`config.mk`:
```
export PLATFORM = sky130hd
export DESIGN_NAME = fme_rd_sched
export DESIGN_NICKNAME = d
export VERILOG_FILES = /design/src/rtl/fme_rd_sched.sv
export SDC_FILE = /design/constraint.sdc
export NUM_CORES = 1
export LEC_CHECK = 0
export ABC_AREA = 1
export CAP_MARGIN = 20
export CORE_ASPECT_RATIO = 1.4
export CORE_MARGIN = 5
export CORE_UTILIZATION = 45
export CTS_CLUSTER_DIAMETER = 120
export DETAILED_ROUTE_END_ITERATION = 16
export PLACE_DENSITY = 0.81
export SLEW_MARGIN = 40
export SYNTH_ARGS = -nofsm -noshare
export SYNTH_HDL_FRONTEND = slang
export SYNTH_SLANG_ARGS = --single-unit
```
`constraint.sdc`:
```
create_clock -name clk_i -period 1.9 [get_ports clk_i]
set_clock_uncertainty 0.1 [all_clocks]
set_input_delay 0.38 -clock clk_i [delete_from_list [all_inputs] [get_ports clk_i]]
set_output_delay 0.38 -clock clk_i [all_outputs]
set_load 0.02 [all_outputs]
```
`src/rtl/fme_rd_sched.sv`:
```
// Read-command scheduler for the FME reference loader: walks the partition /
// sub-partition layout of one macroblock and issues one loader command per block.
module fme_rd_sched (
    input  logic       clk_i,
    input  logic       rst_i,
    input  logic       start_i,
    input  logic [1:0] mb_type_i,
    input  logic [7:0] sub_type_i,
    input  logic       hold_i,
    input  logic       end_rd_i,
    output logic       start_rd_o,
    output logic [4:0] rd_row_o,
    output logic [1:0] rd_blk_o,
    output logic [1:0] part_idx_o,
    output logic [1:0] sub_idx_o,
    output logic       busy_o,
    output logic       done_o
);

    typedef enum logic [1:0] {
        ST_IDLE  = 2'd0,
        ST_ISSUE = 2'd1,
        ST_WAIT  = 2'd2,
        ST_DONE  = 2'd3
    } state_t;

    localparam logic [1:0] MB_16X16 = 2'd0;
    localparam logic [1:0] MB_16X8  = 2'd1;
    localparam logic [1:0] MB_8X16  = 2'd2;
    localparam logic [1:0] MB_8X8   = 2'd3;

    state_t     state_q;
    logic [1:0] mb_type_q;
    logic [7:0] sub_type_q;
    logic [1:0] part_ptr_q, part_ptr_d;
    logic [1:0] sub_ptr_q, sub_ptr_d;
    logic       last_q;
    logic [1:0] part_idx_q;
    logic [1:0] sub_idx_q;

    logic [1:0] cur_sub_type;
    logic [1:0] part_max;
    logic [1:0] sub_max;
    logic       sub_wrap;
    logic       cmd_is_last;
    logic       start_rd;

    // Sub-MB shape of the partition the pointer currently addresses.
    assign cur_sub_type = sub_type_q[{part_ptr_q, 1'b0} +: 2];

    always_comb begin
        part_max = 2'd0;
        sub_max  = 2'd0;
        rd_row_o = 5'd21;
        rd_blk_o = 2'd1;
        case (mb_type_q)
            MB_16X16: begin
                part_max = 2'd0;
                rd_row_o = 5'd21;
                rd_blk_o = 2'd1;
            end
            MB_16X8: begin
                part_max = 2'd1;
                rd_row_o = 5'd13;
                rd_blk_o = 2'd1;
            end
            MB_8X16: begin
                part_max = 2'd1;
                rd_row_o = 5'd21;
                rd_blk_o = 2'd0;
            end
            default: begin
                part_max = 2'd3;
                rd_blk_o = 2'd0;
                case (cur_sub_type)
                    2'd0: begin sub_max = 2'd0; rd_row_o = 5'd13; end
                    2'd1: begin sub_max = 2'd1; rd_row_o = 5'd9;  end
                    2'd2: begin sub_max = 2'd1; rd_row_o = 5'd13; end
                    default: begin sub_max = 2'd3; rd_row_o = 5'd9; end
                endcase
            end
        endcase
    end

    assign sub_wrap    = (sub_ptr_q == sub_max);
    assign cmd_is_last = sub_wrap && (part_ptr_q == part_max);

    always_comb begin
        part_ptr_d = part_ptr_q;
        sub_ptr_d  = sub_ptr_q;
        if (sub_wrap) begin
            sub_ptr_d  = 2'd0;
            part_ptr_d = part_ptr_q + 2'd1;
        end else begin
            sub_ptr_d = sub_ptr_q + 2'd1;
        end
    end

    // Chained issue in WAIT lets the loader go straight into the next block.
    always_comb begin
        start_rd = 1'b0;
        case (state_q)
            ST_ISSUE: start_rd = !hold_i;
            ST_WAIT:  start_rd = end_rd_i && !last_q && !hold_i;
            default:  start_rd = 1'b0;
        endcase
    end

    always_ff @(posedge clk_i) begin
        if (rst_i) begin
            state_q    <= ST_IDLE;
            mb_type_q  <= 2'd0;
            sub_type_q <= 8'd0;
            part_ptr_q <= 2'd0;
            sub_ptr_q  <= 2'd0;
            last_q     <= 1'b0;
            part_idx_q <= 2'd0;
            sub_idx_q  <= 2'd0;
        end else begin
            case (state_q)
                ST_IDLE: begin
                    if (start_i) begin
                        state_q    <= ST_ISSUE;
                        mb_type_q  <= mb_type_i;
                        sub_type_q <= sub_type_i;
                        part_ptr_q <= 2'd0;
                        sub_ptr_q  <= 2'd0;
                        last_q     <= 1'b0;
                    end
                end
                ST_ISSUE: begin
                    if (start_rd) begin
                        state_q <= ST_WAIT;
                    end
                end
                ST_WAIT: begin
                    if (end_rd_i) begin
                        if (last_q) begin
                            state_q <= ST_DONE;
                        end else if (hold_i) begin
                            state_q <= ST_ISSUE;
                        end
                    end
                end
                default: begin
                    state_q <= ST_IDLE;
                end
            endcase

            if (start_rd) begin
                part_idx_q <= part_ptr_q;
                sub_idx_q  <= sub_ptr_q;
                last_q     <= cmd_is_last;
                part_ptr_q <= part_ptr_d;
                sub_ptr_q  <= sub_ptr_d;
            end
        end
    end

    assign start_rd_o = start_rd;
    assign part_idx_o = part_idx_q;
    assign sub_idx_o  = sub_idx_q;
    assign busy_o     = (state_q != ST_IDLE);
    assign done_o     = (state_q == ST_DONE);

endmodule

```
Yosys cells after proc, flatten, opt, wreduce, memory -nomap -nowiden
Cells that the tools add are included.
W data, S select, Z words.
{"block": "op_classes", "n_eq_ne": 14, "mux": 22, "shift": 1, "add_sub_neg": 2, "n_reduce_logical": 21}
{"cell": "$mux W2", "count": 12}
{"cell": "$pmux W5 S2", "count": 1}
{"cell": "$reduce_or A2 Y1", "count": 5}
{"cell": "$eq A2 B2 Y1 const B", "count": 4}
{"cell": "$pmux W2 S2", "count": 2}
{"cell": "$shiftx A8 B4 Y2", "count": 1}
{"cell": "$eq A2 B1 Y1 const B", "count": 3}
{"cell": "$logic_not A2 Y1", "count": 3}
{"cell": "$ne A2 B2 Y1 const B", "count": 3}
{"cell": "$pmux W2 S3", "count": 1}
{"cell": "$reduce_bool A2 Y1", "count": 3}
{"cell": "$add A2 B1 Y2 const B", "count": 2}
{"cell": "$eq A2 B2 Y1", "count": 2}
{"cell": "$mux W1", "count": 4}
{"cell": "$reduce_and A2 Y1", "count": 2}
{"cell": "$reduce_and A4 Y1", "count": 1}
{"cell": "$logic_and A1 B1 Y1", "count": 3}
{"cell": "$mux W3", "count": 1}
{"cell": "$ne A3 B3 Y1 const B", "count": 1}
{"cell": "$reduce_and A3 Y1", "count": 1}
{"cell": "$reduce_or A3 Y1", "count": 1}
{"cell": "$logic_not A1 Y1", "count": 2}
{"cell": "$ne A2 B1 Y1 const B", "count": 1}
{"cell": "$pmux W1 S2", "count": 1}
{"block": "totals", "register_bits": 21, "word_cells": 68, "inputBits": 15}

Depth between registers and ports, before layout
{"block": "depth", "depth_word": 8, "mapped_depth": 14}

Least setup slack after synthesis
Ideal clock, no wire load.
{"block": "synth_path", "kind": "flip-flop to flip-flop", "start": "reg state_q[0]", "end": "reg state_q[0]", "setup_time_ns": 0.086, "path_slack_ns": 0.239, "path_stages_with_launch": 10, "required_ns": 1.714, "arrival_ns": 1.475, "path_buffers": 0, "path_cell_list": "dfxtp_1 inv_1 ha_1 nand3_1 o21ai_0 nand2_2 inv_2 o21ai_1 nor3_1 a211oi_1"}
{"block": "synth_between", "elab_chain_len": 4}
{"item": "from (decl)", "line_no": "32", "text": "state_t state_q;"}
{"item": "from (signal assigned)", "line_no": "111", "text": "state_q <= ST_IDLE;"}
{"item": "from (signal assigned)", "line_no": "123", "text": "state_q <= ST_ISSUE;"}
{"item": "from (signal assigned)", "line_no": "133", "text": "state_q <= ST_WAIT;"}
{"item": "$eq A2 B2 Y1 or $eq A2 B1 Y1 (tied branches)", "line_no": "102", "text": "case (state_q)"}
{"item": "$pmux W1 S2 (*)", "line_no": "102"}
{"item": "via start_rd_o", "line_no": "11", "text": "output logic start_rd_o,"}
{"item": "$ne A2 B2 Y1 (no line) (*)"}
{"item": "$reduce_and A4 Y1 (no line) (*)"}
Mark *: on every way through the listed nets, which the timed path passes. The rest lies on a longest branch.
A chain may end at the register's enable or synchronous reset.

Final worst setup path
{"block": "layout_path", "start": "reg state_q[0]", "end": "out start_rd_o"}
{"block": "layout_between", "elab_chain_len": 2}
{"item": "$eq A2 B2 Y1 or $eq A2 B1 Y1 (tied branches)", "line_no": "102"}
{"item": "$pmux W1 S2 (*)", "line_no": "102"}
{"item": "to (decl)", "line_no": "11"}
Mark *: on every way between the ends. The rest lies on a longest branch, timed or not.

==> impl_metrics.toml <==
[outcome]
status = "completed"

[global_route]
antenna_found_initial = 0
grt_max_degree = 17
grt_first_pass_wirelength_mm = 4.540
grt_overflow = 0
track_usage = 0.1680
grt_pass1_vias = 1122

[setup_path]
crit_start = "state_q[0]$_SDFFE_PP0P_"
reg2reg_depth = 10
critPathKind = "reg -> out"
critPathRequiredTime_ns = 1.42
worst-path-max-fanout = 3
r2r_setup_slack_ns = 0.21
start_kind = "register"
r2r-end = "state_q[0]$_SDFFE_PP0P_"
worstPathArrival_ns = 1.38
endpoint_kind = "primary output"
slowest_stage = "dfxtp_2"
slowest_delay_ns = 0.35
cp_cell_sequence = "inv_1, ha_1, nand3_1, o21ai_2, nand2_2, inv_2, buf_4"
timing.rr.start = "state_q[0]$_SDFFE_PP0P_"

[place]
gp_congestion = 0.7960
io_buffers = 25
dp.final_hpwl_mm = 2.111

[detailed_routing]
avgViaCountPerCell = 4.814
drt_wl_total_mm = 2.766
drc = 0
first_pass_iters = 4
wl_per_cell_um = 12.24
via_count = 1088
ant_nets = 0
drtIter0Drc = 34

[clock_network]
htreeDepth = 1
clkTransAtPathRegs_ns = 0.11
hold_buffers = 0
worstSkewPairLatency_ns = 0.30
cts_buffer_depth = 2
cts_tree = "built"
cts_made_buffers = 3
root_buffer = "clkbuf_4"
cts_sinks = 21

[synthesis]
synth_cells = 157
syn_avg_cell_area_um2 = 7.069
synth_cell_types = 27
seq_area_frac_synth = 0.3788
yosys.area.top_type = "dfxtp_1"
synth_top_area_share = 0.3788
synth_area_um2 = 1110
synth_seq_cells = 21
yosys_warnings = 0
yosys-top-cells-area = "dfxtp_1 (38%), nand2_1 (8.8%), nor2_1 (8.1%)"

[sta]
fin_crit_ns = 1.860
setup_viol = 0
holdWs_ns = 0.3725
tns_ns = 0
fmax_mhz = 537.6
rsz0062_at_grt = "yes"
slew_violations = 0
finalHoldViolCount = 0
fin_crit_sh = 0.9790

[cells_and_area]
final_common_cell = "nand2_1"
fin_nets = 212
layout_common_cells = "nand2_1 (26), nor2_1 (23), clkdlybuf4s50_1 (20)"
area_delta_synth_final_pct = 33.94
antenna_cells = 0
drive_gt1_frac = 0.1979

[floorplan]
die_x_um = 51.97
io_pins = 29
fp-row-count = 21
design.die.area_um2 = 3573
initial_core_util = 0.4642
core-area_um2 = 2391
die_y_um = 68.76

[pwr]
power_mw = 1.538
combPwrFrac = 0.474
pwr-share-clk = 0.136
seqPwrFrac = 0.390
switching_share = 0.3876
power.net_switching_uw = 596.0
p_per_area_nw_per_um2 = 1034
vdd_drop_max_mv = 0.5082
p_int_uw = 941.6
leakage_nw = 0.6684

[min_path]
min_to = "sub_idx_o[0]$_SDFFE_PP0P_"
hold_class = "reg -> reg"
min_path_cells = 2
min-delay-start = "sub_idx_o[0]$_SDFFE_PP0P_"

[run]
max_cap_viol_count = 0
## layer usage
| metal | GRT usage | vias to the layer above | part of all wire |
|---|---|---|---|
| li1 | - | 568 | - |
| met1 | 0.1552 | 486 | 0.38 |
| met2 | 0.3443 | 28 | 0.56 |
| met3 | 0.03871 | 6 | 0.039 |
| met4 | 0.06230 | 0 | 0.021 |
| met5 | 0 | - | 0 |
## cell usage after synthesis
| library cell | n |
|---|---|
| nand2_1 | 26 |
| nor2_1 | 24 |
| dfxtp_1 | 21 |
| o21ai_0 | 17 |
| inv_1 | 13 |
| nand3_1 | 11 |
| a21oi_1 | 10 |
| ha_1 | 4 |
| nand2_2 | 4 |
| buf_4 | 3 |
| nand2_4 | 3 |
| clkbuf_1 | 2 |
| conb_1 | 2 |
| inv_2 | 2 |
| nand3_2 | 2 |
| nor3_1 | 2 |
| a211oi_1 | 1 |
| a21oi_2 | 1 |
| and2_1 | 1 |
| buf_1 | 1 |
| buf_6 | 1 |
| inv_6 | 1 |
| nand4_1 | 1 |
| nor2_2 | 1 |
| o21ai_1 | 1 |
| o22ai_1 | 1 |
| xnor2_1 | 1 |
## timing repair
action | CTS | global route
setup endpoints to repair | 4 | 5
buffers inserted | 0 | 1
resized for setup | 13 | 7
hold endpoints to repair | 0 | 0
pin swaps | 0 | 1
## worst max-delay path, delay by kind of cell, from the launching register on
kind	cells	cell delay (ns)
flip-flops	1	0.35
buffers and inverters	3	0.30
adder cells (fa/ha/maj)	1	0.19
AND/OR/NAND/NOR	2	0.17
AO/OA/AOI/OAI	1	0.08
## layout make-up
cell class,instances,area (µm²)
fill,223,904.6
multi-input combinational,114,593.1
sequential,21,425.4
timing repair buffer,37,334.1
inverter,16,65.06
tap,34,42.54
clock buffer,4,26.28
## stage by stage
stage                     instances  cell area, µm²  utilization  setup slack [ns]
final                           226            1486       0.6217           0.03989
after global routing            226            1486       0.6217          -0.06390
after detailed placement        221            1444       0.6039           -0.4680
after CTS                       225            1469       0.6143          0.009580
after global placement          221            1444       0.6039           -0.4090
after floorplan                 158            1114            -            0.2392
## power groups by stage
stage                     sequential (mW)  combinational [mW]  clock (mW)
final                               0.600               0.728       0.210
after global routing                0.611               0.803       0.232
after CTS                           0.599               0.700       0.214
after detailed placement            0.607               0.706           0
after global placement              0.602               0.680           0
after floorplan                     0.606               0.420           0
## worst max path at each step
stage,cells after the start,to
final,7,start_rd_o
after global routing,7,start_rd_o
after CTS,7,start_rd_o
after detailed placement,7,start_rd_o
after global placement,7,start_rd_o
after floorplan,9,state_q[0]$_SDFFE_PP0P_
## cells by family after synthesis
group,share of synthesized area
and+or+nand+nor,0.3157
other,0.006767
adders and majority gates,0.04510
buffers and inverters,0.09921
DFF,0.3788
xor gates and xnor gates,0.007893
AOI/OAI and AO/OA,0.1466
## registers in the layout, indices dropped and copies added (netlist names)
name        cells
sub_idx_o       2
sub_type_q      8
mb_type_q       2
state_q         2
sub_ptr_q       2
part_idx_o      2
part_ptr_q      2
last_q          1
No activity file was read; power rests on OpenSTA's default activity.
